**src/rtl/lm_sm_sequencer_if.sv**
```systemverilog
`default_nettype none
// ---------------------------------------------------------------------------
// lm_sm_sequencer_if : controller <-> LM/SM register-list sequencer bundle
// Rev 1.0
// ---------------------------------------------------------------------------
interface lm_sm_sequencer_if #(
   parameter int ADDR_W = 16,
   parameter int LIST_W = 8,
   parameter int IDX_W  = 3
);
   logic              start;
   logic [LIST_W-1:0] reg_list;
   logic [ADDR_W-1:0] base_addr;
   logic              step;
   logic              busy;
   logic [IDX_W-1:0]  reg_addr;
   logic [ADDR_W-1:0] mem_addr;
   logic [IDX_W:0]    count;
   logic              last;
   logic              done;

   modport master (
      output start, reg_list, base_addr, step,
      input  busy, reg_addr, mem_addr, count, last, done
   );

   modport slave (
      input  start, reg_list, base_addr, step,
      output busy, reg_addr, mem_addr, count, last, done
   );
endinterface
`default_nettype wire

```
**src/rtl/lm_sm_sequencer.sv**
```systemverilog
`default_nettype none
// ---------------------------------------------------------------------------
// lm_sm_sequencer : walks an LM/SM register list, one index/address per step.
// Optional macro LMSM_HIGH_FIRST_EN : transfer highest register first.
// Rev 1.0
// ---------------------------------------------------------------------------
module lm_sm_sequencer #(
   parameter int ADDR_W = 16,
   parameter int LIST_W = 8,
   parameter int IDX_W  = 3
) (
   input  wire logic        clk,
   input  wire logic        proc_rst,
   lm_sm_sequencer_if.slave bus
);

   typedef enum logic [1:0] {
      S_IDLE   = 2'd0,
      S_ACTIVE = 2'd1,
      S_DONE   = 2'd2
   } state_t;

   state_t            r_state,    w_state_nxt;
   logic [LIST_W-1:0] r_pending,  w_pending_nxt;
   logic [ADDR_W-1:0] r_mem_addr, w_mem_addr_nxt;
   logic [IDX_W:0]    r_count,    w_count_nxt;

   logic [IDX_W-1:0]  w_idx;
   logic [LIST_W-1:0] w_remaining;
   logic              w_single;

   // Later loop iterations overwrite earlier hits, so scan direction picks the winner.
   always_comb begin
      w_idx = '0;
`ifdef LMSM_HIGH_FIRST_EN
      for (int i = 0; i < LIST_W; i++) begin
         if (r_pending[i]) w_idx = IDX_W'(i);
      end
`else
      for (int i = LIST_W - 1; i >= 0; i--) begin
         if (r_pending[i]) w_idx = IDX_W'(i);
      end
`endif
   end

   assign w_remaining = r_pending & ~(LIST_W'(1) << w_idx);
   assign w_single    = (r_pending != '0) && ((r_pending & (r_pending - LIST_W'(1))) == '0);

   always_comb begin
      w_state_nxt    = r_state;
      w_pending_nxt  = r_pending;
      w_mem_addr_nxt = r_mem_addr;
      w_count_nxt    = r_count;
      case (r_state)
         S_IDLE: begin
            if (bus.start) begin
               w_pending_nxt  = bus.reg_list;
               w_mem_addr_nxt = bus.base_addr;
               w_count_nxt    = '0;
               w_state_nxt    = (bus.reg_list != '0) ? S_ACTIVE : S_DONE;
            end
         end
         S_ACTIVE: begin
            if (bus.step) begin
               w_pending_nxt  = w_remaining;
               w_mem_addr_nxt = r_mem_addr + ADDR_W'(1);
               w_count_nxt    = r_count + (IDX_W+1)'(1);
               if (w_remaining == '0) w_state_nxt = S_DONE;
            end
         end
         S_DONE:  w_state_nxt = S_IDLE;
         default: w_state_nxt = S_IDLE;
      endcase
   end

   // Falling-edge update keeps this block in step with the multicycle controller.
   always_ff @(negedge clk) begin
      if (proc_rst) begin
         r_state    <= S_IDLE;
         r_pending  <= '0;
         r_mem_addr <= '0;
         r_count    <= '0;
      end else begin
         r_state    <= w_state_nxt;
         r_pending  <= w_pending_nxt;
         r_mem_addr <= w_mem_addr_nxt;
         r_count    <= w_count_nxt;
      end
   end

   assign bus.busy     = (r_state == S_ACTIVE);
   assign bus.done     = (r_state == S_DONE);
   assign bus.last     = (r_state == S_ACTIVE) && w_single;
   assign bus.reg_addr = w_idx;
   assign bus.mem_addr = r_mem_addr;
   assign bus.count    = r_count;

endmodule
`default_nettype wire

```
**src/flat_wrapper.sv**
```systemverilog
// flat-port wrapper written by rule: the top's interface ports become plain ports
module lm_sm_sequencer_flat 
#(
   parameter int ADDR_W = 16,
   parameter int LIST_W = 8,
   parameter int IDX_W  = 3
)
  (clk, proc_rst, bus_start, bus_reg_list, bus_base_addr, bus_step, bus_busy, bus_reg_addr, bus_mem_addr, bus_count, bus_last, bus_done);
  lm_sm_sequencer_if #(.ADDR_W(ADDR_W), .LIST_W(LIST_W), .IDX_W(IDX_W)) bus_i ();
  input  wire logic clk;
  input  wire logic proc_rst;
  input wire logic [$bits(bus_i.start)-1:0] bus_start;
  input wire logic [$bits(bus_i.reg_list)-1:0] bus_reg_list;
  input wire logic [$bits(bus_i.base_addr)-1:0] bus_base_addr;
  input wire logic [$bits(bus_i.step)-1:0] bus_step;
  output wire logic [$bits(bus_i.busy)-1:0] bus_busy;
  output wire logic [$bits(bus_i.reg_addr)-1:0] bus_reg_addr;
  output wire logic [$bits(bus_i.mem_addr)-1:0] bus_mem_addr;
  output wire logic [$bits(bus_i.count)-1:0] bus_count;
  output wire logic [$bits(bus_i.last)-1:0] bus_last;
  output wire logic [$bits(bus_i.done)-1:0] bus_done;
  assign bus_i.start = bus_start;
  assign bus_i.reg_list = bus_reg_list;
  assign bus_i.base_addr = bus_base_addr;
  assign bus_i.step = bus_step;
  assign bus_busy = bus_i.busy;
  assign bus_reg_addr = bus_i.reg_addr;
  assign bus_mem_addr = bus_i.mem_addr;
  assign bus_count = bus_i.count;
  assign bus_last = bus_i.last;
  assign bus_done = bus_i.done;
  lm_sm_sequencer #(.ADDR_W(ADDR_W), .LIST_W(LIST_W), .IDX_W(IDX_W)) u_core (.clk(clk), .proc_rst(proc_rst), .bus(bus_i));
endmodule
```
**config.mk**
```make
export PLATFORM = sky130hd
export DESIGN_NAME = lm_sm_sequencer_flat
export DESIGN_NICKNAME = d
export VERILOG_FILES = /design/src/rtl/lm_sm_sequencer_if.sv /design/src/rtl/lm_sm_sequencer.sv /design/src/flat_wrapper.sv
export SDC_FILE = /design/constraint.sdc
export NUM_CORES = 1
export LEC_CHECK = 0
export CAP_MARGIN = 5
export CORE_MARGIN = 10
export CORE_UTILIZATION = 48
export DETAILED_ROUTE_END_ITERATION = 8
export MAX_ROUTING_LAYER = met4
export PLACE_DENSITY = 0.76
export SLEW_MARGIN = 30
export SYNTH_ARGS = -nofsm -noshare
export SYNTH_HDL_FRONTEND = slang
export SYNTH_SLANG_ARGS = --single-unit
```
**constraint.sdc**
```tcl
create_clock -name clk -period 2.9 [get_ports clk]
set_clock_uncertainty 0.1 [all_clocks]
set_input_delay 0.87 -clock clk [delete_from_list [all_inputs] [get_ports clk]]
set_output_delay 0.87 -clock clk [all_outputs]
set_load 0.02 [all_outputs]
```
==> flow_summary.yaml, run 1 <==
run_status:
  outcome: "aborted with a tool error"
  lastStage: "clock tree synthesis"
  error_line: "[ERROR DPL-0038] Utilization greater than 100%, impossible to legalize"
placed_design:
  gp_congestion: 0.916
  placed_cells: 395
  port_buffers: 53
  dp_hpwl_mm: 5.45
yosys:
  synthTopCellsByArea: "dfxtp_1 (31%), a21oi_1 (7.0%), a211oi_1 (4.3%)"
  syn_inst: 247
  synthAdderAreaFrac: 0.0183
  yosysTopAreaCell: "dfxtp_1"
  synth_top_family_by_area: "compound AO/OA/AOI/OAI gates"
  synth_top_area_frac: 0.313
  yosys.area_share.simple: 0.260
  synth_mux_area_frac: 0.0104
  synth.distinct_cells: 53
  yosysSeqAreaShare: 0.313
  netlist_area_um2: 1920
  synth_nets: 277
  syn_avg_cell_area_um2: 7.77
  synth-edff-count: 0
  synth_warnings: 0
  synth_compound_area_frac: 0.332
  async_reset_ff_frac: 0
  synth-main-ff-cell: "dfxtp_1"
  synth-seq-cells: 30
  synthXorXnorAreaFrac: 0.00457
cts:
  cts_buffers: 5
  hold_buffers: 0
  root_buffer: "clkbuf_8"
  h-tree-depth: 2
  clk_path_buf_depth: 2
  cts_resized: 299
  cts.sinks: 30
  postCtsSetupBuffers: 27
floorplan:
  pin_count: 54
  die_h_um: 83.2
  initial_core_util: 0.509
  rows: 22
  die_w_um: 83.2
cell families after synthesis:
family / Yosys count
multiplexers: 2
AND/OR/NAND/NOR: 92
AO/OA/AOI/OAI: 90
buffers and inverters: 29
XOR/XNOR: 1
adder cells (fa/ha/maj): 3
flip-flops: 30
through the flow:
step	area [um^2]	setup TNS [ns]	setup WS (ns)
after floorplan	2270	-14.68	-1.12
after global placement	3180	-45.20	-1.65
after detailed placement	3180	-45.39	-1.68
Yosys cell counts, drive strengths merged, types with 3 or more instances:
cell,number
a311oi,7
buf,5
nor4b,3
a21oi,27
nand3,6
dfxtp,30
a211oi,11
nor2b,3
nor2,23
or4,3
or2,3
nor4,8
nand4,5
and4,3
nand2,15
nor3,11
inv,5
a2111oi,4
and2,4
clkbuf,19
o21ai,13
o32ai,3
==> inputs of run 2 (changes only) <==
CORE_UTILIZATION = 40   (was 48)
MAX_ROUTING_LAYER = unset   (was met4)
PLACE_DENSITY = unset   (was 0.76)
PLACE_DENSITY_LB_ADDON = 0.15   (was unset)
==> flow_summary.yaml, run 2 <==
floorplan:
  die_w_um: 89.2
  initial_core_util: 0.409
  fp.coreArea_um2: 4690
  die_h_um: 89.2
  die_area_um2: 7960
  rows: 25
  pin_count: 54
placed_design:
  port_buffers: 53
  dp_hpwl_mm: 5.29
  placed_cell_area_um2: 3230
  gp_congestion: 0.920
yosys:
  synth_top_area_frac: 0.313
  synth-seq-cells: 30
  synthTopCellsByArea: "dfxtp_1 (31%), a21oi_1 (7.0%), a211oi_1 (4.3%)"
  async_reset_ff_frac: 0
  syn_inst: 247
  yosysMostFrequentCell: "dfxtp_1"
  synth_nets: 277
  yosysTopAreaCell: "dfxtp_1"
  ys_top_cells_by_count: "dfxtp_1 (30), a21oi_1 (27), nor2_1 (22)"
  synth-edff-count: 0
  synth-main-ff-cell: "dfxtp_1"
  yosysSeqAreaShare: 0.313
  netlist_area_um2: 1920
  synth.distinct_cells: 53
  synth_warnings: 0
  syn_avg_cell_area_um2: 7.77
grt:
  grt_pass1_vias: 3099
  antenna_found_initial: 0
  grt_use_total: 0.260
  grt_pass1_wl_mm: 15.9
  grt_max_degree: 23
  grt-ovfl-total: 0
critical_path:
  critPathKind: "reg -> out"
  critPathBufInv: 1
  crit_family: "simple AND/OR/NAND/NOR gates"
  critical_path_arrival_ns: 3.44
  cp_max_fo: 4
  crit_chain: "or4_4 -> nor3_4 -> nor2_2 -> a2111oi_4 -> buf_4"
  endpoint_kind: "primary output"
  critPathMaxStageDelay_ns: 0.56
  required_ns: 1.93
  crit_slowest_cell: "or4_4"
  start_kind: "register"
cts:
  cts.clk_slew.worst_paths_ns: 0.06
  clock_latency_ns: 0.38
  cts.sinks: 30
  clk_path_buf_depth: 2
  cts_tree: "built"
  h-tree-depth: 2
  root_buffer: "clkbuf_8"
  cts_buffers: 5
  hold_buffers: 0
pwr:
  vdd_drop_max_mv: 0.438
  p_leak_nw: 1.77
  p_per_area_nw_per_um2: 588
routing:
  dr.pass1.iters: 5
  vias_per_cell: 6.65
  vias: 3117
  drc: 0
  postRouteAntennaNets: 0
  wl_per_cell_um: 26.0
  wl_met3_mm: 1.36
  drt_iter0_drc: 370
  wl_met1_mm: 4.38
  top_layer_used: "met4"
  met2WireLength_mm: 5.77
  totalWireLength_mm: 12.2
finish:
  syn_to_final_growth_pct: 122
  diodes: 0
  mostFrequentLayoutCells: "buf_4 (74), buf_6 (46), inv_1 (32)"
  multiInputGateArea_um2: 1810
  layout-drive-gt1-share: 0.643
  final_common_cell: "buf_4"
  design_area_um2: 4260
  register_area_um2: 637
  largest_reg_flops: 16
  fin_nets: 444
  fillers: 181
timing:
  hold_violations: 0
  tightestPinTransition_ns: 0.550
  finalWorstSetupSlack_ns: -1.51
  slew_viol_final: 0
  whs_ns: 0.530
  relSlewSlack: 0.631
  rsz0062_at_grt: "true"
  setup_viol: 56
run_status:
  outcome: "complete, but fails checks"
  failed_checks: "setup timing"
hold_path:
  hold_class: "reg -> reg"
flow_run:
  max-cap-violations: 0
run 2: path summary, 6_finish.rpt:
check        cells after the start                  end  slack, ns                start
max                              5             bus_last      -1.51  u_core.r_pending[4]
min                              3  u_core.r_pending[3]       0.53  u_core.r_pending[3]
max reg2reg                      6    u_core.r_state[1]       0.73  u_core.r_pending[4]
min reg2reg                      3  u_core.r_pending[3]       0.53  u_core.r_pending[3]
run 2: kinds of logic (layout without fill, tap and decap cells):
family                   Yosys count  in the layout  share of synthesized area
AND/OR/NAND/NOR                   92             92                      0.260
XOR/XNOR                           1              1                    0.00457
AO/OA/AOI/OAI                     90             90                      0.332
buffers and inverters             29            197                     0.0613
flip-flops                        30             30                      0.313
adder cells (fa/ha/maj)            3              3                     0.0183
multiplexers                       2              2                     0.0104
run 2: power breakdown:
group / switching (W) / internal [W]
registers: 0.0000489 / 0.000473
logic: 0.000634 / 0.000594
clock network: 0.000358 / 0.000400
run 2: per-layer routing:
metal | vias up | GRT usage
li1 | 1292 | -
met1 | 1456 | 0.287
met2 | 283 | 0.434
met3 | 86 | 0.0802
met4 | 0 | 0.146
met5 | - | 0
run 2: metrics by stage:
step                       util  total power [W]  setup TNS (ns)  setup slack (ns)  cells
after floorplan               -          0.00106          -14.68             -1.12    247
after global placement    0.687          0.00140          -46.60             -1.63    404
after detailed placement  0.687          0.00141          -46.71             -1.65    404
after CTS                 0.853          0.00228          -17.21             -1.44    459
after global routing      0.909          0.00258          -20.68             -1.53    469
final                     0.909          0.00251          -19.69             -1.51    469
run 2: final cells by class:
type | count | share of cell area
clock buffers | 5 | 0.0161
repair buffers | 155 | 0.348
clock inverters | 33 | 0.0420
multi-input cells | 188 | 0.424
inverters | 4 | 0.00528
flip-flops and latches | 30 | 0.149
well taps | 54 | 0.0158
run 2: timing repair:
item	4_1_cts	5_1_grt
endpoints found under the hold margin	0	0
buffers inserted	16	20
cloned	3	0
setup endpoints to repair	56	56
pin swaps	32	37
gates resized for setup	289	64
run 2: worst register-to-register path: cells and delay by family (launching register included):
family,cells,cell delay (ns)
AO/OA/AOI/OAI,1,0.41
buffers and inverters,2,0.33
flip-flops,1,0.33
AND/OR/NAND/NOR,3,0.90
(Power assumes the default switching activity.)
==> inputs of run 3 (changes only) <==
TNS_END_PERCENT = 10   (was unset)
==> flow_summary.yaml, run 3 (synthesis results as in run 2) <==
routing:
  vias_per_cell: 6.02
  wl_per_cell_um: 17.8
  drc: 0
  postRouteAntennaNets: 0
  totalWireLength_mm: 7.85
  drt_iter0_drc: 165
  vias: 2647
  dr.pass1.iters: 5
critical_path:
  cp_max_fo: 4
  critPathKind: "reg -> out"
  required_ns: 1.93
  endpoint_kind: "primary output"
  critical_path_arrival_ns: 3.37
  start_kind: "register"
finish:
  mostFrequentLayoutCells: "buf_4 (61), inv_1 (34), buf_6 (33)"
  layout-drive-gt1-share: 0.484
  multiInputGateArea_um2: 1470
  largest_reg_flops: 16
  diodes: 0
  design_area_um2: 3590
  final_cells: 440
  final_common_cell: "buf_4"
  fillers: 342
  register_area_um2: 637
  fin_nets: 416
  syn_to_final_growth_pct: 87.1
timing:
  relSlewSlack: 0.595
  rsz0062_at_grt: "true"
  setup_viol: 56
  finalWorstSetupSlack_ns: -1.44
  finalSetupTns_ns: -20.84
  slew_viol_final: 0
  hold_violations: 0
  tightestPinTransition_ns: 0.602
flow_run:
  max-cap-violations: 0
cts:
  h-tree-depth: 2
  cts.clk_slew.worst_paths_ns: 0.05
  cts_buffers: 5
  clk_path_buf_depth: 2
  root_buffer: "clkbuf_8"
  cts_tree: "built"
  cts.sinks: 30
  clock_latency_ns: 0.36
  hold_buffers: 0
pwr:
  p_sw_frac: 0.409
  p_sw_w: 0.000786
  internal_power_w: 0.00113
  combPwrFrac: 0.470
  p_leak_nw: 1.52
  vdd_drop_max_mv: 0.274
  power.share.clock: 0.261
  seqPwrFrac: 0.270
  p_per_area_nw_per_um2: 535
  power_w: 0.00192
placed_design:
  placed_cells: 391
  post-place-ws_ns: -1.63
  gp_congestion: 0.910
  port_buffers: 53
  dp_hpwl_mm: 4.88
  placed_cell_area_um2: 2920
floorplan:
  initial_core_util: 0.409
  rows: 25
  pin_count: 54
  die_w_um: 89.2
  die_area_um2: 7960
  fp.coreArea_um2: 4690
  die_h_um: 89.2
hold_path:
  hold_class: "reg -> reg"
grt:
  grt_max_degree: 28
  grt-ovfl-total: 0
  grt_use_total: 0.186
  grt_pass1_wl_mm: 11.7
  antenna_found_initial: 0
  grt_pass1_vias: 2537
run_status:
  outcome: "complete, but fails checks"
  failed_checks: "setup timing"
-- run 3: cell types whose count changed in the layout (fill, tap and decap cells not counted), sizes merged --
| cell | delta |
|---|---|
| buf | -36 |
| dlygate4sd2 | +9 |
| bufinv | -2 |
| inv | +2 |
| bufbuf | -1 |
| clkdlybuf4s15 | -1 |
| clkdlybuf4s50 | +1 |
| clkinv | -1 |
-- run 3: metrics by stage --
step / hold WS [ns] / utilization
2_1_floorplan: 0.405 / -
3_3_place_gp: 0.377 / 0.623
3_5_place_dp: 0.404 / 0.623
4_1_cts: 0.406 / 0.717
5_1_grt: 0.458 / 0.765
6_report: 0.444 / 0.765
-- run 3: timing repair --
| item | in CTS | in global routing |
|---|---|---|
| endpoints found under the setup margin | 56 | 56 |
| hold endpoints to repair | 0 | 0 |
| gates cloned | 0 | 1 |
| buffers inserted | 1 | 11 |
| pin swaps | 9 | 7 |
| resized for setup | 244 | 27 |
-- run 3: worst max-delay path: stages, from the launching register on --
cell and delay (ns):
dfxtp_2 0.32, or4_4 0.56, a21oi_2 0.15, a21oi_2 0.08
a2111oi_4 0.26, buf_4 0.19
-- run 3: worst paths after layout --
kind                  startpoint                   to  slack, ns  cells past startpoint
min reg2reg  u_core.bus.count[3]  u_core.bus.count[3]       0.44                      2
max reg2reg  u_core.r_pending[4]    u_core.r_state[1]       0.94                      5
max          u_core.r_pending[4]             bus_last      -1.44                      5
min          u_core.bus.count[3]  u_core.bus.count[3]       0.44                      2
-- run 3: final cells by class --
class | count | area share
clock buffers | 5 | 0.0192
clock inverters | 32 | 0.0335
inverters | 4 | 0.00558
multi-input cells | 188 | 0.409
flip-flops and latches | 30 | 0.177
well taps | 54 | 0.0188
repair buffers | 127 | 0.336
-- run 3: power groups by stage --
stage	Combinational, W	Sequential [W]	Clock [W]
global route	0.000966	0.000522	0.000545
detailed placement	0.000738	0.000499	0.0000653
global placement	0.000731	0.000498	0.0000653
floorplan	0.000350	0.000554	0.0000653
CTS	0.000811	0.000514	0.000505
finish	0.000902	0.000518	0.000501
-- run 3: metal layers --
layer	track usage	wire [um]	vias up
li1	-	-	1238
met1	0.216	3160	1243
met2	0.292	3790	140
met3	0.0702	688	26
met4	0.0896	215	0
met5	0	0	-
==> inputs of run 4 (changes only) <==
ABC_AREA = 1   (was unset)
==> flow_summary.yaml, run 4 <==
critical_path:
  crit_slowest_cell: "dfxtp_1"
  crit_chain: "buf_4 -> inv_2 -> nand2_2 -> nor2_4 -> nor2_2 -> nor2_2 -> nand3_2 -> a211oi_4 -> buf_6"
  start_kind: "register"
  cpMostUsedCell: "nor2_2"
  endpoint_kind: "primary output"
  critical_path_arrival_ns: 3.15
  critPathBufInv: 3
  required_ns: 1.93
  cp_max_fo: 3
  critPathMaxStageDelay_ns: 0.33
  crit_family: "simple AND/OR/NAND/NOR gates"
  critPathKind: "reg -> out"
cts:
  cts_tree: "built"
  clk_path_buf_depth: 2
  root_buffer: "clkbuf_8"
  hold_buffers: 0
  cts_buffers: 5
  cts.sinks: 30
  clock_latency_ns: 0.35
  cts.clk_slew.worst_paths_ns: 0.04
  h-tree-depth: 2
floorplan:
  fp.coreArea_um2: 4790
  die_area_um2: 8210
  die_w_um: 90.6
  pin_count: 54
  die_h_um: 90.6
  initial_core_util: 0.417
  rows: 25
pwr:
  vdd_drop_max_mv: 0.355
  p_leak_nw: 1.54
  p_per_area_nw_per_um2: 600
timing:
  hold_violations: 0
  finalWorstSetupSlack_ns: -1.22
  slew_viol_final: 0
  finalSetupTns_ns: -12.54
  relSlewSlack: 0.797
  setup_viol: 41
  rsz0062_at_grt: "true"
  tightestPinTransition_ns: 0.305
finish:
  fillers: 409
  layout-drive-gt1-share: 0.450
  final_cells: 496
  largest_reg_flops: 16
  diodes: 0
  design_area_um2: 3410
  syn_to_final_growth_pct: 70.8
  register_area_um2: 637
  multiInputGateArea_um2: 1350
  mostFrequentLayoutCells: "nand2_1 (58), buf_4 (58), inv_1 (49)"
  fin_nets: 458
yosys:
  syn_avg_cell_area_um2: 6.85
  synth_nets: 321
  synthTopCellsByArea: "dfxtp_1 (30%), nand2_1 (11%), nor2_1 (7.0%)"
  syn_inst: 291
  synth-edff-count: 0
  ys_top_cells_by_count: "nand2_1 (60), nor2_1 (37), dfxtp_1 (30)"
  synth.distinct_cells: 40
  synth_warnings: 0
  synth-seq-cells: 30
  yosysSeqAreaShare: 0.301
  netlist_area_um2: 1990
  yosysMostFrequentCell: "nand2_1"
  async_reset_ff_frac: 0
  synth-main-ff-cell: "dfxtp_1"
  yosysTopAreaCell: "dfxtp_1"
  synth_top_area_frac: 0.301
placed_design:
  placed_cells: 457
  placed_cell_area_um2: 3000
  port_buffers: 53
  dp_hpwl_mm: 4.99
  gp_congestion: 0.888
grt:
  grt_max_degree: 23
  antenna_found_initial: 0
  grt-ovfl-total: 0
  grt_use_total: 0.167
  grt_pass1_wl_mm: 11.6
  grt_pass1_vias: 2612
routing:
  wl_per_cell_um: 13.9
  drc: 0
  totalWireLength_mm: 6.87
  postRouteAntennaNets: 0
  drt_iter0_drc: 117
  vias_per_cell: 4.95
  vias: 2454
  dr.pass1.iters: 4
run_status:
  failed_checks: "setup timing"
  outcome: "complete, but fails checks"
hold_path:
  hold_class: "reg -> reg"
flow_run:
  max-cap-violations: 0
## run 4: cell count changes after synthesis, moves of 5 or more
cell / delta
nand2_1: +45
inv_1: +18
clkbuf_1: -16
nor2_1: +15
o21ai_0: +13
a211oi_1: -10
nand3_1: +8
a311oi_1: -7
nor4_1: -6
nor3_1: -5
## run 4: per-stage QoR
step	worst slack, ns	total power [W]	hold slack [ns]	util
2_1_floorplan	-0.772	0.00109	0.372	-
3_3_place_gp	-1.34	0.00148	0.423	0.627
3_5_place_dp	-1.41	0.00150	0.424	0.627
4_1_cts	-1.17	0.00202	0.430	0.694
5_1_grt	-1.31	0.00220	0.464	0.712
6_report	-1.22	0.00204	0.434	0.712
## run 4: final cells by class
cell class / instances / area share
Sequential cell: 30 / 0.187
Clock inverter: 33 / 0.0375
Timing Repair Buffer: 114 / 0.300
Tap cell: 67 / 0.0246
Inverter: 28 / 0.0345
Clock buffer: 5 / 0.0202
Multi-Input combinational cell: 219 / 0.396
## run 4: kinds of logic after synthesis
logic type      Yosys count  share of synthesized area
flops                    30                      0.301
buf+inv                  42                     0.0972
simple gates            143                      0.356
compound gates           74                      0.233
fa+ha+maj                 2                     0.0125
## run 4: tightest hold or removal path: cells and delay by family (launching register included)
kind	cells	cell delay, ns
flip-flops	1	0.34
AND/OR/NAND/NOR	1	0.10
AO/OA/AOI/OAI	1	0.05
## run 4: power breakdown
part | total, W | switching (W) | leakage (nW) | internal, W
clock network | 0.000504 | 0.000287 | 0.196 | 0.000217
logic | 0.000992 | 0.000526 | 1.09 | 0.000466
registers | 0.000546 | 0.0000558 | 0.258 | 0.000490
total | 0.00204 | 0.000869 | 1.54 | 0.00117
## run 4: what timing repair did
action                                  in CTS  in global routing
endpoints found under the setup margin      56                 53
buffers inserted                             2                  1
pin swaps                                   18                 11
resized for setup                          218                 34
## run 4: path summary, 6_finish.rpt
path	end	cells after the start	slack (ns)	startpoint
min	u_core.bus.count[2]	2	0.43	u_core.bus.count[2]
max	bus_last	9	-1.22	u_core.r_pending[2]
max reg2reg	u_core.bus.mem_addr[10]	10	1.16	u_core.bus.mem_addr[0]
min reg2reg	u_core.bus.count[2]	2	0.43	u_core.bus.count[2]
## run 4: routing by layer
layer	up-vias	GRT usage	wire (um)
met3	13	0.0524	331
met5	-	0	0
met1	1127	0.187	3010
li1	1256	-	-
met4	0	0.0796	137
met2	58	0.279	3400
==> edit 1 (config.mk and constraints of run 3) <==
Build with the macro `LMSM_HIGH_FIRST_EN` defined.
--- a/src/rtl/lm_sm_sequencer.sv
+++ b/src/rtl/lm_sm_sequencer.sv
@@ -5,4 +5,6 @@
 // Rev 1.0
 // ---------------------------------------------------------------------------
+`define LMSM_HIGH_FIRST_EN
+
 module lm_sm_sequencer #(
    parameter int ADDR_W = 16,
Function: changed (a bounded check fails within 4 cycles, from zero or initial values and one cycle with proc_rst high).
==> edit 1 against run 3 <==
  * The run still ends with negative setup slack left
  * Register-to-register slack got worse by 110 ps
  * Sequential cell count did not move
  * Area after synthesis decreased by 4.6%
  * Clock power grew 18%
  * Utilization is 2.8 points higher
  * Worst setup slack gained 360 ps
  * Global-route usage grew 0.083 points
  * Critical path depth is 1 higher
  * Design area decreased by 3.1%
  * Wire length fell by 7.6%
  * Power rose by 25%
  * Sequential share of layout area is 0.83 points higher
  * First-iteration DRC count decreased by 13%
  * Critical endpoint unchanged
  * Largest power group unchanged
==> edit 1: results (changes against run 3) <==
* Status: finished with violations
* Failing checks: negative setup slack
* Hold_buf cts at 0 (unchanged)
* GRT Total Usage at 18.63% (+0.083 points)
* Vias in the first global route at 2513 (-0.95%)
* Post-Syn Area per Cell at 7.376 um2 (-5.0%)
* Clk_lat worst skew at 360 ps (about the same)
* Clock buffer depth at 2 (unchanged)
* Share of cells above drive strength 1 at 47.18% (-1.3 points)
* Initial antenna violation count at 0 (unchanged)
* Sequential-to-total area share from yosys stat at 32.83% (+1.5 points)
* Detail Placement HPWL at 4615 um (-5.4%)
* Top Metal Used: met4
* Synth unique cells at 49 (-7.5%)
* Crit path max fanout at 3 (-1)
* H-tree levels at 2 (unchanged)
* Place WS at -1226 ps (+403.7 ps)
* Clock-pin slew on the worst setup and hold paths at 30 ps (-20 ps)
* Final Wtd Congestion at 0.8467 (-7.0%)
* DRT Pass-1 Iters at 6 (+1)
* Post-synth top cells: nor2_1 (34), dfxtp_1 (30), nand2_1 (25)
* Routed met1 length at 2865 um (-9.3%)
* Peak supply drop at 0.0005002 V (+83%)
* Total Wirelength at 7253 um (-7.6%)
* Largest net degree at the start of global routing at 28 (unchanged)
* GRT overflow at 0 (unchanged)
* Worst EP arrival at 3010 ps (-360 ps)
* Num CTS Buffers at 5 (unchanged)
* Post_cts resized at 234 (-4.1%)
* Met3 wire length at 607 um (-12%)
* Via count at 2454 (-7.3%)
* Metal2 WL at 3726 um (-1.6%)
* Mapped Nets at 278 (+0.36%)
* Final Non-Filler Cells at 442 (+0.45%)
* First-pass GRT wire length at 11650 um (-0.23%)
* PnR worst setup slack at -1081 ps (+363.6 ps)
* Dpl cells at 397 (+1.5%)
* Leakage at 1.546 nW (+1.8%)
* Final Setup Violations at 55 (-1.8%)
* Nets at 419 (+0.72%)
* Rel. slew slack at 70.09% (+11 points)
* Setup TNS at -17170 ps (+3668 ps)
* Top cells by area, synth: dfxtp_1 (33%), nor2_1 (7.0%), a21oi_1 (6.6%)
* Starting DRT DRC Count at 144 (-13%)
* Root Driver: clkbuf_8
* Post-DP Area at 0.002874 mm2 (-1.7%)
* Post-CTS Setup Inserts at 7 (+6)
## edit 1: final timing paths
path / from / cells after the start / end / slack, ps
setup / recovery: u_core.r_pending[0] / 6 / bus_last / -1080
hold / removal: u_core.bus.count[2] / 2 / u_core.bus.count[2] / 420
setup reg to reg: u_core.r_state[0] / 9 / u_core.bus.mem_addr[10] / 830
hold reg to reg: u_core.bus.count[2] / 2 / u_core.bus.count[2] / 420
## edit 1: cell type report
type / count / area [um2]
Sequential cell: 30 / 645.6
Multi-Input combinational cell: 189 / 1324
Clock buffer: 5 / 68.82
Clock inverter: 33 / 151.4
Fill cell: 287 / 908.4
Tap cell: 52 / 65.06
Inverter: 6 / 32.53
Timing Repair Buffer: 127 / 1189
## edit 1: logic make-up (layout without fill, tap and decap cells)
group | count (synthesis) | after routing | share of synthesized area (%)
compound gates | 86 | 86 | 31.40
xor+xnor | 1 | 1 | 0.4789
fa+ha+maj | 4 | 4 | 2.462
buf+inv | 29 | 171 | 6.976
flops | 30 | 30 | 32.83
mux | 2 | 2 | 1.094
simple gates | 96 | 96 | 24.76
## edit 1: power by group
group          leakage (nW)  internal [mW]  switching [mW]  total (mW)
logic                  1.07          0.627           0.614        1.24
registers             0.259          0.502          0.0658       0.568
clock network         0.215          0.306           0.285       0.590
## edit 1: routing by layer
| metal | vias up | global-route usage [%] |
|---|---|---|
| met5 | - | 0 |
| met4 | 0 | 7.246 |
| met3 | 6 | 8.357 |
| met2 | 105 | 30.36 |
| met1 | 1148 | 20.82 |
| li1 | 1195 | - |
## edit 1: critical path, stage by stage, from the launching register on
cell and delay, ps:
dfxtp_2 330, nor4_4 310, and2b_1 160, o21ai_1 50, o21ai_1 70, o2111a_2 200
buf_6 110
==> edit 2 (config.mk and constraints of run 3) <==
Without the edit above. Encoding of `state_t`: now one-hot (3 bits for 3 states).
--- a/src/rtl/lm_sm_sequencer.sv
+++ b/src/rtl/lm_sm_sequencer.sv
@@ -15,8 +15,8 @@
 );
 
-   typedef enum logic [1:0] {
-      S_IDLE   = 2'd0,
-      S_ACTIVE = 2'd1,
-      S_DONE   = 2'd2
+   typedef enum logic [2:0] {
+      S_IDLE   = 3'b001,
+      S_ACTIVE = 3'b010,
+      S_DONE   = 3'b100
    } state_t;
 
Behaviour: no difference found for any inputs over 4 cycles, from zero or initial values and one cycle with proc_rst high; so few cycles prove little.
==> edit 2 against run 3 <==
  * The flow still finishes with violations (negative setup slack)
  * Largest power group unchanged
  * Global-route usage fell by 1.5 points
  * Wire length down 13%
  * Highest routed layer unchanged
  * Non-clock buffer count fell by 6
  * Design area fell by 4.2%
  * Critical path depth unchanged
  * Count of clock-buffer cells in the layout unchanged
  * Worst setup slack lost 71 ps
  * Power is 5.8% lower
  * Area after synthesis up 0.59%
  * Sequential cell count increased by 1
  * Register-to-register slack got worse by 30 ps
==> edit 2: results (changes against run 3) <==
* Status: finished with violations
* Failing checks: negative setup slack
* GRT Total Usage at 17.05% (-1.5 points)
* First-pass GRT wire length at 10990 um (-5.9%)
* Final Wtd Congestion at 0.8820 (-3.1%)
* Dpl cells at 409 (+4.6%)
* Detail Placement HPWL at 4627 um (-5.2%)
* WL per Instance at 15.11 um (-15%)
* Initial antenna violation count at 0 (unchanged)
* Nets at 425 (+2.2%)
* Peak supply drop at 0.0003119 V (+14%)
* Buffers on Ports at 53 (unchanged)
* Setup TNS at -17180 ps (+3653 ps)
* Clock-pin slew on the worst setup and hold paths at 60 ps
* Leakage at 1.488 nW (-2.1%)
* Post-Synthesis Cells at 255 (+3.2%)
* Pwr dens at 526.0 mW/mm2 (-1.7%)
* Post-synth ARST share at 0% (unchanged)
* Crit-path max cell delay at 540 ps (-20 ps)
* Starting DRT DRC Count at 126 (-24%)
* Post-synth top cells: dfxtp_1 (31), nand2_1 (27), a21oi_1 (24)
* Sequential-to-total area share from yosys stat at 32.17% (+0.85 points)
* Share of cells above drive strength 1 at 43.18% (-5.3 points)
* N_diodes at 0 (unchanged)
* Rel. slew slack at 70.11% (+11 points)
* PnR worst setup slack at -1516 ps (-71.38 ps)
* Fill cells at 379 (+11%)
* Largest net degree at the start of global routing at 29 (+3.6%)
* CP max-delay cell: or4_4
* Mapped Nets at 285 (+2.9%)
* Final Setup Violations at 53 (-5.4%)
* Comb. pwr at 0.767 mW (-15%)
* Crit path max fanout at 2 (-2)
* Clock group at 0.516 mW (+3%)
* Via density at 5.462 (-9.2%)
* DRT Pass-1 Iters at 4 (-1)
* Switching pwr at 0.7006 mW (-11%)
* Top cells by area, synth: dfxtp_1 (32%), a21oi_1 (6.2%), o21ai_0 (6.0%)
* Vias in the first global route at 2450 (-3.4%)
* Synth unique cells at 59 (+11%)
* Final Non-Filler Cells at 450 (+2.3%)
* Hold Path Class: flip-flop to flip-flop
* Worst EP arrival at 3450 ps (+80 ps)
* Place WS at -1587 ps (+42.85 ps)
* Post-DP Area at 0.002978 mm2 (+1.8%)
* Clock buffer depth at 2 (unchanged)
* Max FFs per register at 16 (unchanged)
* Final Hold Vio Count at 0 (unchanged)
[edit 2: cell count changes after synthesis, sizes merged, moves of 4 or more]
cell           run 3  this run
nand2             15        27
clkbuf            19         8
o21ai             13        23
a211oi            11         3
buf                5        10
inv                5        10
nor2              23        18
a311oi             7         3
nand3              6        10
o211ai             0         4
or3                0         4
[edit 2: path summary, 6_finish.rpt]
kind	start	endpoint	slack, ps	cells after the start
max	u_core.r_pending[3]	bus_last	-1520	5
max reg2reg	u_core.bus.mem_addr[4]	u_core.bus.mem_addr[12]	910	5
min reg2reg	u_core.r_pending[5]	u_core.r_pending[5]	450	2
min	u_core.r_pending[5]	u_core.r_pending[5]	450	2
[edit 2: cell families (layout without fill, tap and decap cells)]
kind of cell | count (synthesis) | after routing | synth area share (%)
XOR/XNOR | 3 | 3 | 1.362
buffers and inverters | 28 | 169 | 6.290
AND/OR/NAND/NOR | 103 | 103 | 27.56
multiplexers | 4 | 4 | 2.140
adder cells (fa/ha/maj) | 3 | 3 | 1.816
AO/OA/AOI/OAI | 83 | 83 | 28.67
flip-flops | 31 | 31 | 32.17
[edit 2: area by class of cell]
class	count	area [um2]	share of cell area, %
clock buffer	5	68.82	2.001
clock inverter	34	130.1	3.785
inverter	9	38.79	1.128
multi-input combinational	196	1358	39.48
sequential	31	658.1	19.14
tap	54	67.56	1.965
timing repair buffer	121	1117	32.50
[edit 2: repair_timing]
action,in CTS,in global routing
gates resized for setup,234,22
hold endpoints to repair,0,0
pin swaps,18,8
buffers inserted,0,4
endpoints found under the setup margin,57,56
[edit 2: metal layers]
layer	share of wire, %	global-route usage (%)	up-vias	wire length [um]
met5	0	0	-	0
met2	50	27.79	78	3379
li1	-	-	1225	-
met3	7.2	6.472	7	490
met1	42	19.43	1148	2871
met4	0.82	7.370	0	56
